File: src/rtl/surf_cout_word_capture.sv
// surf_cout_word_capture: frames the 4-bit COUT nibble stream into 32-bit words on sync_i.
// Optional training-pattern comparator and error counter: define SURF_COUT_PATTERN_CHECK_EN.
`timescale 1ns/1ps
module surf_cout_word_capture #(
  parameter logic [31:0] TRAIN_PATTERN = 32'hA55A_C3F0,
  parameter int          CNT_WIDTH     = 16
) (
  input  logic                 sysclk_i,
  input  logic                 rst_n_i,
  input  logic                 sync_i,
  input  logic [3:0]           cout_i,
  input  logic                 cout_capture_i,
  input  logic                 cout_enable_i,
  output logic [31:0]          cout_data_o,
  output logic                 cout_valid_o,
  output logic                 cout_biterr_o,
  output logic [CNT_WIDTH-1:0] cout_errcnt_o,
  output logic                 cout_misalign_o
);

  typedef enum logic [1:0] {
    ST_UNSYNC = 2'd0,
    ST_TRAIN  = 2'd1,
    ST_RUN    = 2'd2
  } state_t;

  state_t      state_r;
  state_t      state_nxt_s;
  logic [2:0]  cnt_r;
  logic [2:0]  idx_s;
  logic [4:0]  lsb_s;
  logic        word_start_s;
  logic        word_done_s;
  logic        arm_s;
  logic [31:0] asm_r;
  logic [31:0] asm_nxt_s;
  logic        req_r;
  logic        cap_word_r;
  logic        fin_r;
  logic        fin_deliver_r;
  logic [31:0] fin_word_r;
  logic [31:0] data_r;
  logic        valid_r;
  logic        misalign_r;

  assign idx_s        = sync_i ? 3'd0 : cnt_r;
  assign word_start_s = (idx_s == 3'd0);
  assign word_done_s  = (idx_s == 3'd7) && (state_r != ST_UNSYNC);
  assign arm_s        = cout_capture_i && (state_r == ST_TRAIN) && !req_r;
  assign lsb_s        = {3'd7 - idx_s, 2'b00};

  // Word assembly: nibble 0 restarts the word, nibble k lands MSB-first in its slot.
  always_comb begin
    if (word_start_s) begin
      asm_nxt_s = 32'd0;
    end else begin
      asm_nxt_s = asm_r;
    end
    asm_nxt_s[lsb_s +: 4] = cout_i;
  end

  // Frame state only moves on nibble-0 edges so the word in flight keeps its mode.
  always_comb begin
    state_nxt_s = state_r;
    if (word_start_s) begin
      case (state_r)
        ST_UNSYNC: state_nxt_s = sync_i ? ST_TRAIN : ST_UNSYNC;
        ST_TRAIN:  state_nxt_s = cout_enable_i ? ST_RUN : ST_TRAIN;
        ST_RUN:    state_nxt_s = cout_enable_i ? ST_RUN : ST_TRAIN;
        default:   state_nxt_s = ST_UNSYNC;
      endcase
    end else begin
      state_nxt_s = state_r;
    end
  end

  // State register.
  always_ff @(posedge sysclk_i or negedge rst_n_i) begin
    if (!rst_n_i) begin
      state_r <= ST_UNSYNC;
    end else begin
      state_r <= state_nxt_s;
    end
  end

  // Nibble framing, capture request and the word-completion stage.
  always_ff @(posedge sysclk_i or negedge rst_n_i) begin
    if (!rst_n_i) begin
      cnt_r         <= 3'd0;
      asm_r         <= 32'd0;
      misalign_r    <= 1'b0;
      req_r         <= 1'b0;
      cap_word_r    <= 1'b0;
      fin_r         <= 1'b0;
      fin_deliver_r <= 1'b0;
      fin_word_r    <= 32'd0;
    end else begin
      cnt_r      <= idx_s + 3'd1;
      asm_r      <= asm_nxt_s;
      misalign_r <= sync_i && (state_r != ST_UNSYNC) && (cnt_r != 3'd0);
      // A word is a capture word if the request is armed when it starts, including on the arm edge.
      if (word_start_s) begin
        cap_word_r <= req_r || arm_s;
      end
      if (word_done_s && cap_word_r) begin
        req_r <= 1'b0;
      end else if (arm_s) begin
        req_r <= 1'b1;
      end
      fin_r <= word_done_s;
      if (word_done_s) begin
        fin_word_r    <= asm_nxt_s;
        fin_deliver_r <= (state_r == ST_RUN) || cap_word_r;
      end
    end
  end

  // Delivered-word output register.
  always_ff @(posedge sysclk_i or negedge rst_n_i) begin
    if (!rst_n_i) begin
      valid_r <= 1'b0;
      data_r  <= 32'd0;
    end else begin
      valid_r <= fin_r && fin_deliver_r;
      if (fin_r && fin_deliver_r) begin
        data_r <= fin_word_r;
      end
    end
  end

  assign cout_data_o     = data_r;
  assign cout_valid_o    = valid_r;
  assign cout_misalign_o = misalign_r;

`ifdef SURF_COUT_PATTERN_CHECK_EN
  logic                 fin_check_r;
  logic                 biterr_r;
  logic [CNT_WIDTH-1:0] errcnt_r;
  logic                 mismatch_s;

  assign mismatch_s = fin_r && fin_check_r && (fin_word_r != TRAIN_PATTERN);

  // Training comparator; arming a capture clears the count and wins over a same-edge increment.
  always_ff @(posedge sysclk_i or negedge rst_n_i) begin
    if (!rst_n_i) begin
      fin_check_r <= 1'b0;
      biterr_r    <= 1'b0;
      errcnt_r    <= {CNT_WIDTH{1'b0}};
    end else begin
      if (word_done_s) begin
        fin_check_r <= (state_r == ST_TRAIN);
      end
      biterr_r <= mismatch_s;
      if (arm_s) begin
        errcnt_r <= {CNT_WIDTH{1'b0}};
      end else if (mismatch_s && (errcnt_r != {CNT_WIDTH{1'b1}})) begin
        errcnt_r <= errcnt_r + CNT_WIDTH'(1);
      end
    end
  end

  assign cout_biterr_o = biterr_r;
  assign cout_errcnt_o = errcnt_r;
`else
  assign cout_biterr_o = 1'b0;
  assign cout_errcnt_o = {CNT_WIDTH{1'b0}};
`endif

endmodule

File: config.mk
export PLATFORM = sky130hd
export DESIGN_NAME = surf_cout_word_capture
export DESIGN_NICKNAME = d
export VERILOG_FILES = /design/src/rtl/surf_cout_word_capture.sv
export SDC_FILE = /design/constraint.sdc
export NUM_CORES = 1
export LEC_CHECK = 0
export BUFFER_PORTS_ARGS = -buffer_cell sky130_fd_sc_hd__buf_2
export CAP_MARGIN = 30
export CORE_ASPECT_RATIO = 1.4
export CORE_MARGIN = 2
export CORE_UTILIZATION = 30
export DETAILED_ROUTE_END_ITERATION = 10
export HOLD_SLACK_MARGIN = 0.1
export PLACE_DENSITY = 0.56
export SYNTH_ARGS = -nofsm -noshare
export SYNTH_HDL_FRONTEND = slang
export SYNTH_SLANG_ARGS = --single-unit
File: constraint.sdc
create_clock -name sysclk_i -period 4.15 [get_ports sysclk_i]
set_input_delay 0.2075 -clock sysclk_i [delete_from_list [all_inputs] [get_ports sysclk_i]]
set_output_delay 0.2075 -clock sysclk_i [all_outputs]
set_load 0.005 [all_outputs]
==> results_dict.tcl <==
set metrics [dict create \
    ant_nets 0 \
    ctsLongestPathBuffers 2 \
    synth_flop_cell "dfrtp_1" \
    cts_tree "built" \
    grt_max_degree 75 \
    path_class "reg2reg" \
    yosys_warnings 0 \
    critical_path.max_fanout 27 \
    routed_wl_um 10500 \
    synth-async-reset-ratio 1.00 \
    initial_core_util 0.303 \
    leakage_nw 2.67 \
    netlist_area_um2 4840 \
    fin_crit_sh 0.698 \
    ir_worst_vdd_v 0.000181 \
    max_freq_mhz 345 \
    netlist_instances 419 \
    ys_ff_latch 107 \
    vias 3282 \
    htree_levels 3 \
    status "finished clean" \
    drt_iter0_drc 296 \
    grt_antenna_before_repair 0 \
    end_kind "flop" \
    grt_overflow 0 \
    cpLargestDelayFamily "buffers and inverters" \
    clock_latency_ns 0.34 \
    numCtsBuffers 9 \
    rsz0062_at_grt "no" \
    post_cts_resized 0 \
    final_layout_size_suffix_gt1_frac 0.252 \
    drcViolationCount 0 \
    maxCapViolations 0 \
    hold_violations 0 \
    final_area_um2 5450 \
    rows 55 \
    synth.avg_cell_area_um2 11.6 \
    relSlewSlack 0.413 \
    cp-start-kind "flop" \
    crit_buf_inv 3 \
    first_pass_iters 5 \
    grtUsageTotal 0.126 \
    grt_pass1_wl_um 17400 \
    synth.distinct_cells 45 \
    critical-path-max-stage-delay_ns 0.73 \
    viasPerCell 5.03 \
    area.growth.synth_to_final_pct 12.5 \
    clk_pin_slew_ns 0.07 \
    setup_tns_ns 0 \
    port_buffers 42 \
    place_area_um2 5080 \
    powerDensity_nw_per_um2 463 \
    finClkSkew_ns 0.0106 \
    synth_edf_count 0 \
    layout.nets 464 \
    slowest_stage "clkinv_1" \
    worst_slew_pin_slew_ns 0.876 \
    ys_seq_area_frac 0.553 \
    gp_congestion 0.729 \
    diodes 0 \
    dp_hpwl_um 7360 \
    finalSetupViolCount 0 \
    die_y_um 154 \
    die_w_um 111 \
    core_area_um2 16000 \
    fin_crit_ns 2.90 \
    ios 60 \
    avgRoutedWirePerCell_um 16.1 \
    hold_path_class "in2reg" \
    slew_violations 0 \
    dieArea_um2 17200 \
    grt_pass1_vias 3343 \
    path_cells "nor2b_1, buf_4, inv_4, ha_1, clkinv_1, o221ai_1, a31oi_1" \
    cp.required_ns 4.35 \
    clockRootBuffer "clkbuf_16" \
    cts_sinks 107 \
    arrival_ns 3.09 \
]
-- layout by cell type (no fill, tap or decap), drive strengths merged, types with 7 or more instances in the layout --
| master | count |
|---|---|
| nand3 | 28 |
| mux2 | 32 |
| dfrtp | 107 |
| inv | 13 |
| nor2b | 8 |
| ha | 7 |
| conb | 17 |
| a31oi | 32 |
| o221ai | 16 |
| clkbuf | 10 |
| nand2 | 24 |
| nor2 | 38 |
| o21ai | 21 |
| a22o | 12 |
| buf | 47 |
-- metrics by stage --
stage               std cells  hold WS, ns  setup slack [ns]  power (mW)  utilization
floorplan                 435      -0.0881              1.82        1.50            -
global placement          634        0.397              1.38        1.59        0.318
detailed placement        634        0.414              1.26        1.61        0.318
CTS                       651        0.143              1.25        2.56        0.340
global route              652        0.181             0.959        2.66        0.341
finish                    652        0.157              1.25        2.52        0.341
-- worst min-delay path: stages --
cell and delay (ns):
buf_2 0.11, nand2_1 0.06, o21ai_0 0.07
-- flip-flops by register name, summed over array words and instances, names as in the netlist --
signal,flops
cout_valid_o,1
req_r,1
fin_deliver_r,1
cout_data_o,32
fin_word_r,32
state_r,2
cap_word_r,1
fin_r,1
cnt_r,3
asm_r,32
cout_misalign_o,1
-- cells in the mapped netlist, types with 2 or more instances --
| cell | instances | area, um2 |
|---|---|---|
| dfrtp_1 | 107 | 2680 |
| nor2_1 | 38 | 143 |
| a31oi_1 | 32 | 200 |
| mux2_2 | 32 | 360 |
| nand3_1 | 28 | 140 |
| nand2_1 | 24 | 90.1 |
| buf_4 | 23 | 173 |
| o21ai_0 | 21 | 105 |
| a22o_1 | 12 | 105 |
| buf_2 | 10 | 50.1 |
| inv_1 | 9 | 33.8 |
| o221ai_2 | 9 | 135 |
| nor2b_1 | 8 | 50.1 |
| ha_1 | 7 | 87.6 |
| o221ai_1 | 7 | 61.3 |
| buf_6 | 6 | 67.6 |
| clkbuf_1 | 5 | 18.8 |
| mux2i_1 | 4 | 40.0 |
| o211ai_1 | 4 | 30.0 |
| a21oi_1 | 3 | 15.0 |
| a22oi_1 | 3 | 22.5 |
| nand4bb_1 | 3 | 33.8 |
| nand2b_1 | 2 | 12.5 |
-- what timing repair did --
item,4_1_cts,5_1_grt
hold buffers,1,0
endpoints found under the setup margin,0,0
hold endpoints to repair,73,0
setup buffers,0,0
-- kinds of logic after synthesis --
group	after synthesis	synth area share
other cells	1	0.000774
fa+ha+maj	7	0.0181
buf+inv	58	0.0788
compound gates	95	0.147
flops	107	0.553
mux	36	0.0826
simple gates	115	0.120
-- report_power, final --
part | total, mW | switching, mW | internal (mW)
Clock | 0.935 | 0.383 | 0.552
Sequential | 1.24 | 0.0802 | 1.16
Combinational | 0.344 | 0.215 | 0.129
Total | 2.52 | 0.678 | 1.84
-- path summary, 6_finish.rpt --
kind | endpoint | startpoint | slack, ns | depth (start not counted)
max | fin_word_r[29] | cnt_r[0] | 1.25 | 7
min | state_r[1] | cout_enable_i | 0.16 | 3
max reg2reg | fin_word_r[29] | cnt_r[0] | 1.25 | 7
min reg2reg | req_r | cap_word_r | 0.48 | 1
max in group asynchronous | fin_word_r[22] | rst_n_i | 2.83 | 4
min in group asynchronous | cout_data_o[21] | rst_n_i | 0.25 | 2
-- routing by layer --
metal,GRT usage,vias up,part of all wire
met5,0,-,0
li1,-,1539,-
met4,0.0641,0,0.034
met1,0.148,1635,0.40
met2,0.222,84,0.53
met3,0.0223,24,0.038
-- final cells by class --
class / count / area [um2]
Clock inverter: 6 / 95.1
Timing Repair Buffer: 48 / 280
Inverter: 12 / 47.5
Tap cell: 199 / 249
Sequential cell: 107 / 2680
Clock buffer: 10 / 239
Fill cell: 1627 / 10500
Multi-Input combinational cell: 270 / 1860
No activity file was read; power rests on OpenSTA's default activity.
